===== src/rtl/map_sst_seq_pkg.sv =====
// map_sst_seq_pkg: shared save-state sequencer types and constants
package map_sst_seq_pkg;
  typedef enum logic [3:0] {
    IDLE, FREEZE, S_ADDR, S_WR, CHECK, L_RD, L_LAT, L_WR, VERIFY, FIN
  } sst_state_t;
  localparam int SST_ID_ADDR = 127;
  localparam int WE_HOLD_DEF = 4;
endpackage


===== src/rtl/map_sst_seq_if.sv =====
// map_sst_seq_if: command, freeze, SSTBus and buffer signals of the save-state sequencer
interface map_sst_seq_if;
  logic       cmd_save, cmd_load, busy, done, err, frz_req, frz_ack;
  logic       sst_act, sst_we_reg, buf_we;
  logic [7:0] sst_addr, sst_dato, sst_di, buf_addr, buf_dout, buf_din;
  modport master (
    input  cmd_save, cmd_load, frz_ack, sst_di, buf_din,
    output busy, done, err, frz_req, sst_act, sst_addr, sst_we_reg, sst_dato,
           buf_addr, buf_dout, buf_we
  );
  modport slave (
    output cmd_save, cmd_load, frz_ack, sst_di, buf_din,
    input  busy, done, err, frz_req, sst_act, sst_addr, sst_we_reg, sst_dato,
           buf_addr, buf_dout, buf_we
  );
endinterface


===== src/rtl/map_sst_hold_ctr.sv =====
// map_sst_hold_ctr: down-counter that stretches each mapper write over HOLD clocks
module map_sst_hold_ctr
  import map_sst_seq_pkg::*;
#(
  parameter int HOLD = WE_HOLD_DEF
) (
  input  logic clk,
  input  logic rst,
  input  logic load,
  output logic expire
);
  localparam int W = $clog2(HOLD + 1);
  logic [W-1:0] cnt;
  // load HOLD-1 on entry so the write state lasts exactly HOLD cycles, then count to zero
  always_ff @(posedge clk)
    cnt <= rst ? '0 : load ? W'(HOLD - 1) : cnt - W'(cnt != '0);
  assign expire = cnt == '0;
endmodule


===== src/rtl/map_sst_seq.sv =====
// map_sst_seq: freezes the console and copies the mapper register window to/from a byte buffer (optional MAP_SST_VERIFY_EN adds a post-load verify pass)
module map_sst_seq
  import map_sst_seq_pkg::*;
#(
  parameter int REG_CNT = SST_ID_ADDR + 1,
  parameter int WE_HOLD = WE_HOLD_DEF
) (
  input logic clk,
  input logic rst,
  map_sst_seq_if.master sst
);
  localparam logic [7:0] LAST    = 8'(REG_CNT - 1);
  localparam logic [7:0] LD_LAST = 8'(REG_CNT - 2);
`ifdef MAP_SST_VERIFY_EN
  localparam sst_state_t LD_END = VERIFY;
`else
  localparam sst_state_t LD_END = FIN;
`endif
  sst_state_t st, nx;
  logic [7:0] i, dat;
  logic [1:0] ph;
  logic ld, err_q, we_exp, act, mis, cmd, clr, inc;
  assign cmd = sst.cmd_save | sst.cmd_load;
  assign mis = dat != sst.sst_di;
  assign clr = st == IDLE || st == CHECK || (st == L_WR && nx == VERIFY);
  assign inc = st == S_WR || (st == L_WR && we_exp) || (st == VERIFY && ph == 2'd2);
  map_sst_hold_ctr #(.HOLD(WE_HOLD)) u_hold (
    .clk(clk),
    .rst(rst),
    .load(st == L_LAT),
    .expire(we_exp)
  );
  // state register
  always_ff @(posedge clk)
    st <= rst ? IDLE : nx;
  // next state: walk the window, the ID byte is checked first and never written on load
  always_comb begin
    nx = st;
    case (st)
      IDLE:    nx = cmd ? FREEZE : IDLE;
      FREEZE:  nx = !sst.frz_ack ? FREEZE : ld ? CHECK : S_ADDR;
      S_ADDR:  nx = S_WR;
      S_WR:    nx = i == LAST ? FIN : S_ADDR;
      CHECK:   nx = ph != 2'd2 ? CHECK : mis ? FIN : L_RD;
      L_RD:    nx = L_LAT;
      L_LAT:   nx = L_WR;
      L_WR:    nx = !we_exp ? L_WR : i != LD_LAST ? L_RD : LD_END;
      VERIFY:  nx = (ph == 2'd2 && i == LD_LAST) ? FIN : VERIFY;
      default: nx = IDLE;
    endcase
  end
  // index, compare phase, latched buffer byte, operation kind and sticky error
  always_ff @(posedge clk) begin
    if (rst) begin
      i     <= '0;
      ph    <= '0;
      dat   <= '0;
      ld    <= 1'b0;
      err_q <= 1'b0;
    end else begin
      i     <= clr ? 8'd0 : inc ? i + 8'd1 : i;
      ph    <= ((st == CHECK || st == VERIFY) && ph != 2'd2) ? ph + 2'd1 : 2'd0;
      dat   <= (st == L_LAT || ((st == CHECK || st == VERIFY) && ph == 2'd1)) ? sst.buf_din : dat;
      ld    <= (st == IDLE && cmd) ? !sst.cmd_save : ld;
      err_q <= (st == IDLE && cmd) ? 1'b0 :
               ((st == CHECK || st == VERIFY) && ph == 2'd2 && mis) ? 1'b1 : err_q;
    end
  end
  // outputs decoded from state; buffer and mapper share one address
  always_comb begin
    act            = !(st inside {IDLE, FREEZE, FIN});
    sst.busy       = !(st inside {IDLE, FIN});
    sst.frz_req    = !(st inside {IDLE, FIN});
    sst.done       = st == FIN;
    sst.err        = err_q;
    sst.sst_act    = act;
    sst.sst_addr   = act ? (st == CHECK ? LAST : i) : 8'd0;
    sst.buf_addr   = act ? (st == CHECK ? LAST : i) : 8'd0;
    sst.sst_we_reg = st == L_WR;
    sst.sst_dato   = st == L_WR ? dat : 8'd0;
    sst.buf_we     = st == S_WR;
    sst.buf_dout   = st == S_WR ? sst.sst_di : 8'd0;
  end
endmodule

===== src/flat_wrapper.sv =====
// flat-port wrapper written by rule: the top's interface ports become plain ports
module map_sst_seq_flat import map_sst_seq_pkg::*;
#(
  parameter int REG_CNT = SST_ID_ADDR + 1,
  parameter int WE_HOLD = WE_HOLD_DEF
)
  (clk, rst, sst_cmd_save, sst_cmd_load, sst_frz_ack, sst_sst_di, sst_buf_din, sst_busy, sst_done, sst_err, sst_frz_req, sst_sst_act, sst_sst_addr, sst_sst_we_reg, sst_sst_dato, sst_buf_addr, sst_buf_dout, sst_buf_we);
  map_sst_seq_if sst_i ();
  input logic clk;
  input logic rst;
  input wire logic [$bits(sst_i.cmd_save)-1:0] sst_cmd_save;
  input wire logic [$bits(sst_i.cmd_load)-1:0] sst_cmd_load;
  input wire logic [$bits(sst_i.frz_ack)-1:0] sst_frz_ack;
  input wire logic [$bits(sst_i.sst_di)-1:0] sst_sst_di;
  input wire logic [$bits(sst_i.buf_din)-1:0] sst_buf_din;
  output wire logic [$bits(sst_i.busy)-1:0] sst_busy;
  output wire logic [$bits(sst_i.done)-1:0] sst_done;
  output wire logic [$bits(sst_i.err)-1:0] sst_err;
  output wire logic [$bits(sst_i.frz_req)-1:0] sst_frz_req;
  output wire logic [$bits(sst_i.sst_act)-1:0] sst_sst_act;
  output wire logic [$bits(sst_i.sst_addr)-1:0] sst_sst_addr;
  output wire logic [$bits(sst_i.sst_we_reg)-1:0] sst_sst_we_reg;
  output wire logic [$bits(sst_i.sst_dato)-1:0] sst_sst_dato;
  output wire logic [$bits(sst_i.buf_addr)-1:0] sst_buf_addr;
  output wire logic [$bits(sst_i.buf_dout)-1:0] sst_buf_dout;
  output wire logic [$bits(sst_i.buf_we)-1:0] sst_buf_we;
  assign sst_i.cmd_save = sst_cmd_save;
  assign sst_i.cmd_load = sst_cmd_load;
  assign sst_i.frz_ack = sst_frz_ack;
  assign sst_i.sst_di = sst_sst_di;
  assign sst_i.buf_din = sst_buf_din;
  assign sst_busy = sst_i.busy;
  assign sst_done = sst_i.done;
  assign sst_err = sst_i.err;
  assign sst_frz_req = sst_i.frz_req;
  assign sst_sst_act = sst_i.sst_act;
  assign sst_sst_addr = sst_i.sst_addr;
  assign sst_sst_we_reg = sst_i.sst_we_reg;
  assign sst_sst_dato = sst_i.sst_dato;
  assign sst_buf_addr = sst_i.buf_addr;
  assign sst_buf_dout = sst_i.buf_dout;
  assign sst_buf_we = sst_i.buf_we;
  map_sst_seq #(.REG_CNT(REG_CNT), .WE_HOLD(WE_HOLD)) u_core (.clk(clk), .rst(rst), .sst(sst_i));
endmodule

===== config.mk =====
export PLATFORM = sky130hd
export DESIGN_NAME = map_sst_seq_flat
export DESIGN_NICKNAME = d
export VERILOG_FILES = /design/src/rtl/map_sst_seq_pkg.sv /design/src/rtl/map_sst_seq_if.sv /design/src/rtl/map_sst_hold_ctr.sv /design/src/rtl/map_sst_seq.sv /design/src/flat_wrapper.sv
export SDC_FILE = /design/constraint.sdc
export NUM_CORES = 1
export LEC_CHECK = 0
export CAP_MARGIN = 20
export CORE_MARGIN = 4
export CORE_UTILIZATION = 46
export CTS_CLUSTER_DIAMETER = 100
export DETAILED_ROUTE_END_ITERATION = 10
export PLACE_DENSITY = 0.8
export SYNTH_ARGS = -nofsm -noshare
export SYNTH_HDL_FRONTEND = slang
export SYNTH_SLANG_ARGS = --single-unit

===== constraint.sdc =====
create_clock -name clk -period 2.09 [get_ports clk]
set_clock_uncertainty 0.1 [all_clocks]
set_input_delay 0.418 -clock clk [delete_from_list [all_inputs] [get_ports clk]]
set_output_delay 0.418 -clock clk [all_outputs]
set_load 0.005 [all_outputs]

==> results_tabular.tex, run 1 <==
\begin{tabular}{lr}
\hline
Metric & Value \\
\hline
\multicolumn{2}{l}{\textbf{Status}} \\
Outcome & finished, violations left \\
Violations in the final reports & setup timing \\
\multicolumn{2}{l}{\textbf{Cells and area}} \\
Count of inserted antenna diode cells & 0 \\
Final net count & 341 \\
Final non-filler cell area & between 2000 and 3000 sq um \\
Fraction of final layout cells with drive strength greater than 1 & 38.3\% \\
Area added between synthesis and finish & 58.5\% \\
Multi-input gate area & 1220 sq um \\
Sequential standard cell area & between 500 and 600 sq um \\
Filler Cell Count & 264 \\
\multicolumn{2}{l}{\textbf{Synth}} \\
Synthesized netlist net count & approximately 240 \\
Proportion of synthesized chip area in sequential cells & 29.5\% \\
Most used flip-flop cell after synthesis & dfxtp\_1 \\
Async set-or-reset flop fraction in the synthesized netlist & 0\% \\
Mean area per synthesized cell & between 8 and 9 sq um \\
Cell types with the largest area share after synthesis & dfxtp\_1 29\%, and2\_1 5.5\%, mux2i\_1 5.5\%, xnor2\_1 5.3\%, buf\_4 4.5\% \\
Post-Synthesis Cells & 216 \\
Post-synthesis sequential element count & 27 \\
Yosys top cell by area & dfxtp\_1 \\
Number of synthesized flops with an enable pin & 0 \\
Cell area after synthesis & around 1800 sq um \\
Fraction of post-synthesis cell area in the top cell type by area & between 20 and 30\% \\
Library cells used by synthesis & 52 \\
Synth warn & 0 \\
Cell types with the highest counts after synthesis & 27 x dfxtp\_1, 17 x nor2\_1, 16 x and2\_1 \\
Cell with the most instances after synthesis & dfxtp\_1 \\
\multicolumn{2}{l}{\textbf{Power and ir drop}} \\
Peak VDD IR & 0.465 mV \\
Total net switching power & 392 uW \\
Total power draw & roughly 1300 uW \\
Pwr dens & 450 nW/um\^{}2 \\
Switching part of the total & between 20 and 30\% \\
Static Leakage & 0.00126 uW \\
Combinational Power Share & 32.8\% \\
Cell-internal power & 917 uW \\
Flop pwr share & around 44\% \\
Clock power frac & 23.5\% \\
\multicolumn{2}{l}{\textbf{Critical path}} \\
Nature of the critical path startpoint & register \\
Maximum fanout along the worst path & 4 \\
Critical path arrival & 1.69 ns \\
Critical path data required time & approximately 1.6 ns \\
Critical Path Sink Type & primary output \\
Classification of the worst setup path & reg2out \\
\multicolumn{2}{l}{\textbf{Placement}} \\
Post-detailed-placement cell area & about 2600 sq um \\
Estimated wirelength of the detail-placed design & 3780 um \\
Count of port buffers added during placement & 59 \\
Weighted congestion reported at the end of routability-driven placement & 0.888 \\
\multicolumn{2}{l}{\textbf{Route}} \\
Number of detailed-route iterations in the first pass & 4 \\
Number of design rule violations left after detail routing & 0 \\
Post-detailed-route wirelength per cell & 17.9 um \\
Count of nets left with antenna violations after detail routing & 0 \\
Routed vias & roughly 2100 \\
Initial detailed-routing violation count & 175 \\
DRT Wirelength & around 6400 um \\
Mean number of vias per cell & 5.72 \\
\multicolumn{2}{l}{\textbf{Clock network}} \\
TritonCTS clock tree & built \\
H-tree depth & 1 \\
Number of buffers inserted during clock tree synthesis & 3 \\
Clock latency of the later-clocked register in the worst-skew pair & 0.28 ns \\
Number of clock sinks & 27 \\
Bufs on Longest Clock Path & 2 \\
Post-cts hold buffer count & 0 \\
Root buf cell & clkbuf\_8 \\
Post-CTS clock slew at the launch and capture registers of the worst setup and hold paths & 0.10 ns \\
\multicolumn{2}{l}{\textbf{Floorplan}} \\
Floorplan die height & 71.1 um \\
DIE AREA & 5060 sq um \\
Row Count & 22 \\
Area of the core & 3740 sq um \\
Starting density of the core & 49.0\% \\
Number of placed I/O pins & 60 \\
Die X & 71.1 um \\
\multicolumn{2}{l}{\textbf{GRT}} \\
Overall fraction of global-route tracks in use & between 20 and 25\% \\
Pin count of the biggest net entering global routing & 17 \\
Via count of the first global-routing pass & 1969 \\
First-pass GRT wire length & 9210 um \\
Antenna violations before repair & 0 \\
Total gr overflow & 0 \\
\multicolumn{2}{l}{\textbf{Timing}} \\
Crit path setup slack, layout & -0.118 ns \\
Final max-slew violation count & 0 \\
Final Critical Period & 2.21 ns \\
Actual transition at the worst max-transition pin & 0.493 ns \\
Worst Hold Slack & 0.368 ns \\
Slew headroom & around two thirds \\
Achievable Freq & 453 MHz \\
Setup repair after global routing missed its margin & yes \\
Fin crit share & 106\% \\
Number of endpoints failing setup at the final stage & 20 \\
Endpoints failing hold & 0 \\
\multicolumn{2}{l}{\textbf{Run}} \\
Number of maximum-capacitance violations & 0 \\
\multicolumn{2}{l}{\textbf{Hold path}} \\
Hold WC Path Type & reg2reg \\
\hline
\end{tabular}
[kinds of logic after synthesis]
family | Yosys count | synth area share [%]
AOI/OAI and AO/OA | 47 | 18.4
muxes | 10 | 5.46
and+or+nand+nor | 84 | 28.5
adders and majority gates | 6 | 4.10
xor gates and xnor gates | 11 | 5.26
buffers and inverters | 31 | 8.87
DFF | 27 | 29.5
[timing repair]
action,CTS,global route
cloned,2,0
buffers inserted,18,11
gates resized for setup,121,67
endpoints found under the setup margin,39,37
hold endpoints to repair,0,0
pin swaps,5,9
[cell type report]
cell class | count | share of cell area, %
tap | 48 | 2.07
clock buffer | 4 | 1.55
timing repair inverter | 1 | 0.258
multi-input combinational | 158 | 42.1
inverter | 11 | 1.51
sequential | 27 | 18.9
timing repair buffer | 112 | 33.6
[per-layer routing]
layer	GRT usage (%)	part of all wire [%]	vias up
li1	-	-	950
met1	28.1	41	996
met2	38.5	49	96
met3	3.55	6.0	24
met4	7.93	4.2	0
met5	0	0	-
[cells in the final DEF (no fill, tap or decap), types with 2 or more instances in the layout]
| cell type | instances |
|---|---|
| a211oi_1 | 4 |
| a21oi_1 | 11 |
| a31oi_1 | 2 |
| a32oi_1 | 2 |
| and2_1 | 4 |
| and2_4 | 12 |
| and3_1 | 2 |
| buf_2 | 13 |
| buf_4 | 35 |
| buf_6 | 28 |
| clkbuf_2 | 8 |
| clkbuf_8 | 3 |
| clkdlybuf4s50_1 | 21 |
| dfxtp_1 | 23 |
| dfxtp_2 | 2 |
| dfxtp_4 | 2 |
| dlygate4sd2_1 | 2 |
| dlymetal6s2s_1 | 4 |
| ha_1 | 6 |
| inv_1 | 10 |
| mux2i_1 | 10 |
| nand2_1 | 9 |
| nand2b_1 | 3 |
| nand3_1 | 3 |
| nand3b_1 | 3 |
| nand4_1 | 2 |
| nor2_1 | 15 |
| nor2b_1 | 3 |
| nor3_1 | 2 |
| o21a_1 | 9 |
| o21ai_0 | 5 |
| o31ai_1 | 2 |
| or2_2 | 2 |
| or3_1 | 6 |
| or4_1 | 2 |
| xnor2_1 | 11 |
[power by group through the flow]
stage | sequential [uW] | combinational [uW] | clock [uW]
global placement | 579 | 336 | 0
global route | 575 | 465 | 339
detailed placement | 580 | 348 | 0
finish | 573 | 429 | 307
CTS | 570 | 381 | 310
floorplan | 579 | 196 | 0
[worst max-delay path, cell delays in order (launching register included)]
cell and delay [ns]:
dfxtp_2 0.34, and2b_1 0.23, nor3b_4 0.23, buf_6 0.15, buf_6 0.10, buf_6 0.08, and3b_1 0.17, buf_2 0.12
[final timing paths]
check | to | slack (ns) | depth (start not counted) | start
hold reg to reg | u_core.ph[0]$_SDFF_PP0_ | 0.37 | 1 | u_core.ph[0]$_SDFF_PP0_
setup / recovery | sst_buf_addr[7] | -0.12 | 7 | u_core.st[3]$_SDFF_PP0_
hold / removal | u_core.ph[0]$_SDFF_PP0_ | 0.37 | 1 | u_core.ph[0]$_SDFF_PP0_
setup reg to reg | u_core.i[6]$_SDFFE_PP0P_ | 0.06 | 6 | u_core.st[3]$_SDFF_PP0_
[flip-flops by register name, summed over array words and instances (netlist names)]
name / cells
u_core.st: 4
u_core.ph: 2
u_core.u_hold.cnt: 3
u_core.i: 8
u_core.sst.err: 1
u_core.dat: 8
u_core.ld: 1
[metrics by stage]
step	setup TNS [ns]	util, %	std cells	setup slack [ns]
after floorplan	0	-	216	0.177
after global placement	0	68.3	329	0.0176
after detailed placement	-0.0808	68.3	329	-0.0275
after CTS	-2.64	73.4	353	-0.235
after global routing	-3.13	77.6	361	-0.214
final	-1.07	77.6	361	-0.118
No activity file was read; power rests on OpenSTA's default activity.
==> inputs of run 2 (changes only) <==
REMOVE_ABC_BUFFERS = 1   (was default)
==> run 2 against run 1 <==
Against the previous run: the run still ends with setup timing left; clock power barely moved; cell area about the same; global-route usage is 1.5 points higher; sequential share of layout area fell by 0.19 points; maximum frequency is 0.58% higher; flip-flop and latch count is the same; setup slack gained 0.013 ns; total power shrank 1.2%; combinational power shrank 3%; die area is the same; non-clock buffer count rose by 3; largest power group unchanged.
==> results_tabular.tex, run 2 (same netlist as run 1, synthesis figures left out) <==
\begin{tabular}{lr}
\hline
Metric & Value \\
\hline
\multicolumn{2}{l}{\textbf{Route}} \\
Mean number of vias per cell & 5.57 (-2.7\%) \\
Number of design rule violations left after detail routing & 0 (unchanged) \\
Routed vias & 2032 (-1.6\%) \\
DRT Wirelength & 6460 um (+0.12\%) \\
Initial detailed-routing violation count & 129 (-26\%) \\
Post-detailed-route wirelength per cell & 17.7 um (-0.97\%) \\
Count of nets left with antenna violations after detail routing & 0 (unchanged) \\
Number of detailed-route iterations in the first pass & 4 (unchanged) \\
\multicolumn{2}{l}{\textbf{Clock network}} \\
Bufs on Longest Clock Path & 2 (unchanged) \\
Number of buffers inserted during clock tree synthesis & 3 (unchanged) \\
Post-CTS clock slew at the launch and capture registers of the worst setup and hold paths & 0.10 ns (about the same) \\
H-tree depth & 1 (unchanged) \\
TritonCTS clock tree & built \\
Root buf cell & clkbuf\_8 \\
Number of clock sinks & 27 (unchanged) \\
Clock latency of the later-clocked register in the worst-skew pair & 0.27 ns (about the same) \\
\multicolumn{2}{l}{\textbf{Timing}} \\
Final max-slew violation count & 0 (unchanged) \\
Setup TNS & -0.950 ns (+0.119 ns) \\
Endpoints failing hold & 0 (unchanged) \\
Setup repair after global routing missed its margin & yes \\
Fin crit share & 105\% (-0.61 points) \\
Actual transition at the worst max-transition pin & 0.427 ns (-0.0654 ns) \\
Achievable Freq & 456 MHz (+0.58\%) \\
Final Critical Period & 2.20 ns (-0.0127 ns) \\
Slew headroom & 71.3\% (+4.6 points) \\
Crit path setup slack, layout & -0.105 ns (+0.0127 ns) \\
Number of endpoints failing setup at the final stage & 16 (-20\%) \\
\multicolumn{2}{l}{\textbf{Power and ir drop}} \\
Peak VDD IR & 0.352 mV (-24\%) \\
Static Leakage & 0.00122 uW (-3.1\%) \\
Pwr dens & 445 nW/um\^{}2 (-1.3\%) \\
\multicolumn{2}{l}{\textbf{GRT}} \\
Antenna violations before repair & 0 (unchanged) \\
First-pass GRT wire length & 9820 um (+6.6\%) \\
Pin count of the biggest net entering global routing & 17 (unchanged) \\
Overall fraction of global-route tracks in use & 23.9\% (+1.5 points) \\
Via count of the first global-routing pass & 1999 (+1.5\%) \\
Total gr overflow & 0 (unchanged) \\
\multicolumn{2}{l}{\textbf{Floorplan}} \\
Number of placed I/O pins & 60 (unchanged) \\
Row Count & 22 (unchanged) \\
DIE AREA & 5060 sq um (unchanged) \\
Area of the core & 3740 sq um (unchanged) \\
Starting density of the core & 49.0\% (unchanged) \\
Die X & 71.1 um (unchanged) \\
Floorplan die height & 71.1 um (unchanged) \\
\multicolumn{2}{l}{\textbf{Status}} \\
Violations in the final reports & setup timing \\
Outcome & finished, violations left \\
\multicolumn{2}{l}{\textbf{Critical path}} \\
Number of cell instances on the worst register-to-register path & 7 (+1) \\
Nature of the critical path startpoint & register \\
R2R setup slack & 0.06 ns (about the same) \\
Critical path arrival & 1.68 ns (about the same) \\
Maximum fanout along the worst path & 5 (+1) \\
Slowest cell delay on critical path & 0.35 ns (about the same) \\
Critical path data required time & 1.57 ns (about the same) \\
Slowest cell on crit path & dfxtp\_2 \\
Worst setup path startpoint & u\_core.st[3]\$\_SDFF\_PP0\_ \\
Critical Path Sink Type & primary output \\
Worst r2r src & u\_core.st[3]\$\_SDFF\_PP0\_ \\
Cell chain of the critical path & and2b\_2 -> nand3\_4 -> clkinvlp\_4 -> buf\_4 -> and2\_1 -> clkdlybuf4s15\_2 \\
Classification of the worst setup path & reg2out \\
\multicolumn{2}{l}{\textbf{Cells and area}} \\
Top flop regs & u\_core.dat (8), u\_core.i (8), u\_core.st (4) \\
Area added between synthesis and finish & 58.6\% (about the same) \\
Final net count & 345 (+1.2\%) \\
Final Util & 77.7\% (about the same) \\
Count of inserted antenna diode cells & 0 (unchanged) \\
Most common library cell in the layout ignoring fill and taps & buf\_4 \\
Fraction of final layout cells with drive strength greater than 1 & 38.8\% (+0.46 points) \\
Most frequent cells in the layout & 37 x buf\_4, 25 x buf\_6, 23 x dfxtp\_1, 22 x clkdlybuf4s50\_1, 16 x nor2\_1 \\
\multicolumn{2}{l}{\textbf{Placement}} \\
Count of port buffers added during placement & 59 (unchanged) \\
Post-placement setup slack & -0.0368 ns (-0.00930 ns) \\
Weighted congestion reported at the end of routability-driven placement & 0.860 (-3.1\%) \\
Estimated wirelength of the detail-placed design & 3710 um (-1.8\%) \\
\multicolumn{2}{l}{\textbf{Hold path}} \\
Hold WC Path Type & reg2reg \\
Startpoint of the lowest-slack hold path & u\_core.ph[0]\$\_SDFF\_PP0\_ \\
Hold Path Depth & 1 (unchanged) \\
\multicolumn{2}{l}{\textbf{Run}} \\
Number of maximum-capacitance violations & 0 (unchanged) \\
\hline
\end{tabular}
## run 2: stage by stage
stage / cell area [sq um] / hold slack, ns / total power, uW / cells
detailed placement: 2540 / 0.353 / 920 / 327
CTS: 2800 / 0.366 / 1260 / 357
floorplan: 1710 / 0.317 / 758 / 196
global placement: 2540 / 0.331 / 915 / 327
finish: 2910 / 0.365 / 1290 / 365
global route: 2910 / 0.386 / 1360 / 365
## run 2: area by class of cell
type	instances	area, sq um
inverter	11	43.8
clock buffer	3	41.3
timing repair buffer	115	975
timing repair inverter	1	7.51
multi-input combinational	159	1230
tap	48	60.1
sequential	27	546
clock inverter	1	5.00
fill	253	836
## run 2: critical path: cells and delay by family (launching register included)
kind	cells	cell delay, ns
buffers and inverters	3	0.52
flip-flops	1	0.35
AND/OR/NAND/NOR	3	0.52
## run 2: worst paths after layout
check / endpoint
min reg2reg: u_core.ph[0]$_SDFF_PP0_
max reg2reg: u_core.i[6]$_SDFFE_PP0P_
max: sst_sst_dato[3]
min: u_core.ph[0]$_SDFF_PP0_
## run 2: timing repair
item                       in CTS  in global routing
pin swaps                       3                  7
cloned                          3                  1
setup endpoints to repair      38                 38
buffers inserted               23                 10
resized for setup             127                 48
hold buffers                    0                  0
## run 2: where the power goes
part           internal (uW)  switching (uW)  leakage (uW)  total [uW]
combinational            228             188      0.000979         416
sequential               547            25.3      0.000220         572
clock                    134             171     0.0000255         305
## run 2: per-layer routing
metal	global-route usage, %	share of wire [%]
met1	30.3	42
met5	0	0
met2	41.7	51
met3	3.41	4.7
met4	7.10	2.0
==> inputs of run 3 (changes only) <==
CTS_CLUSTER_SIZE = 16   (was default)
==> results of run 3 <==
No change in the layout: final DEF, timing and power equal those of run 2.
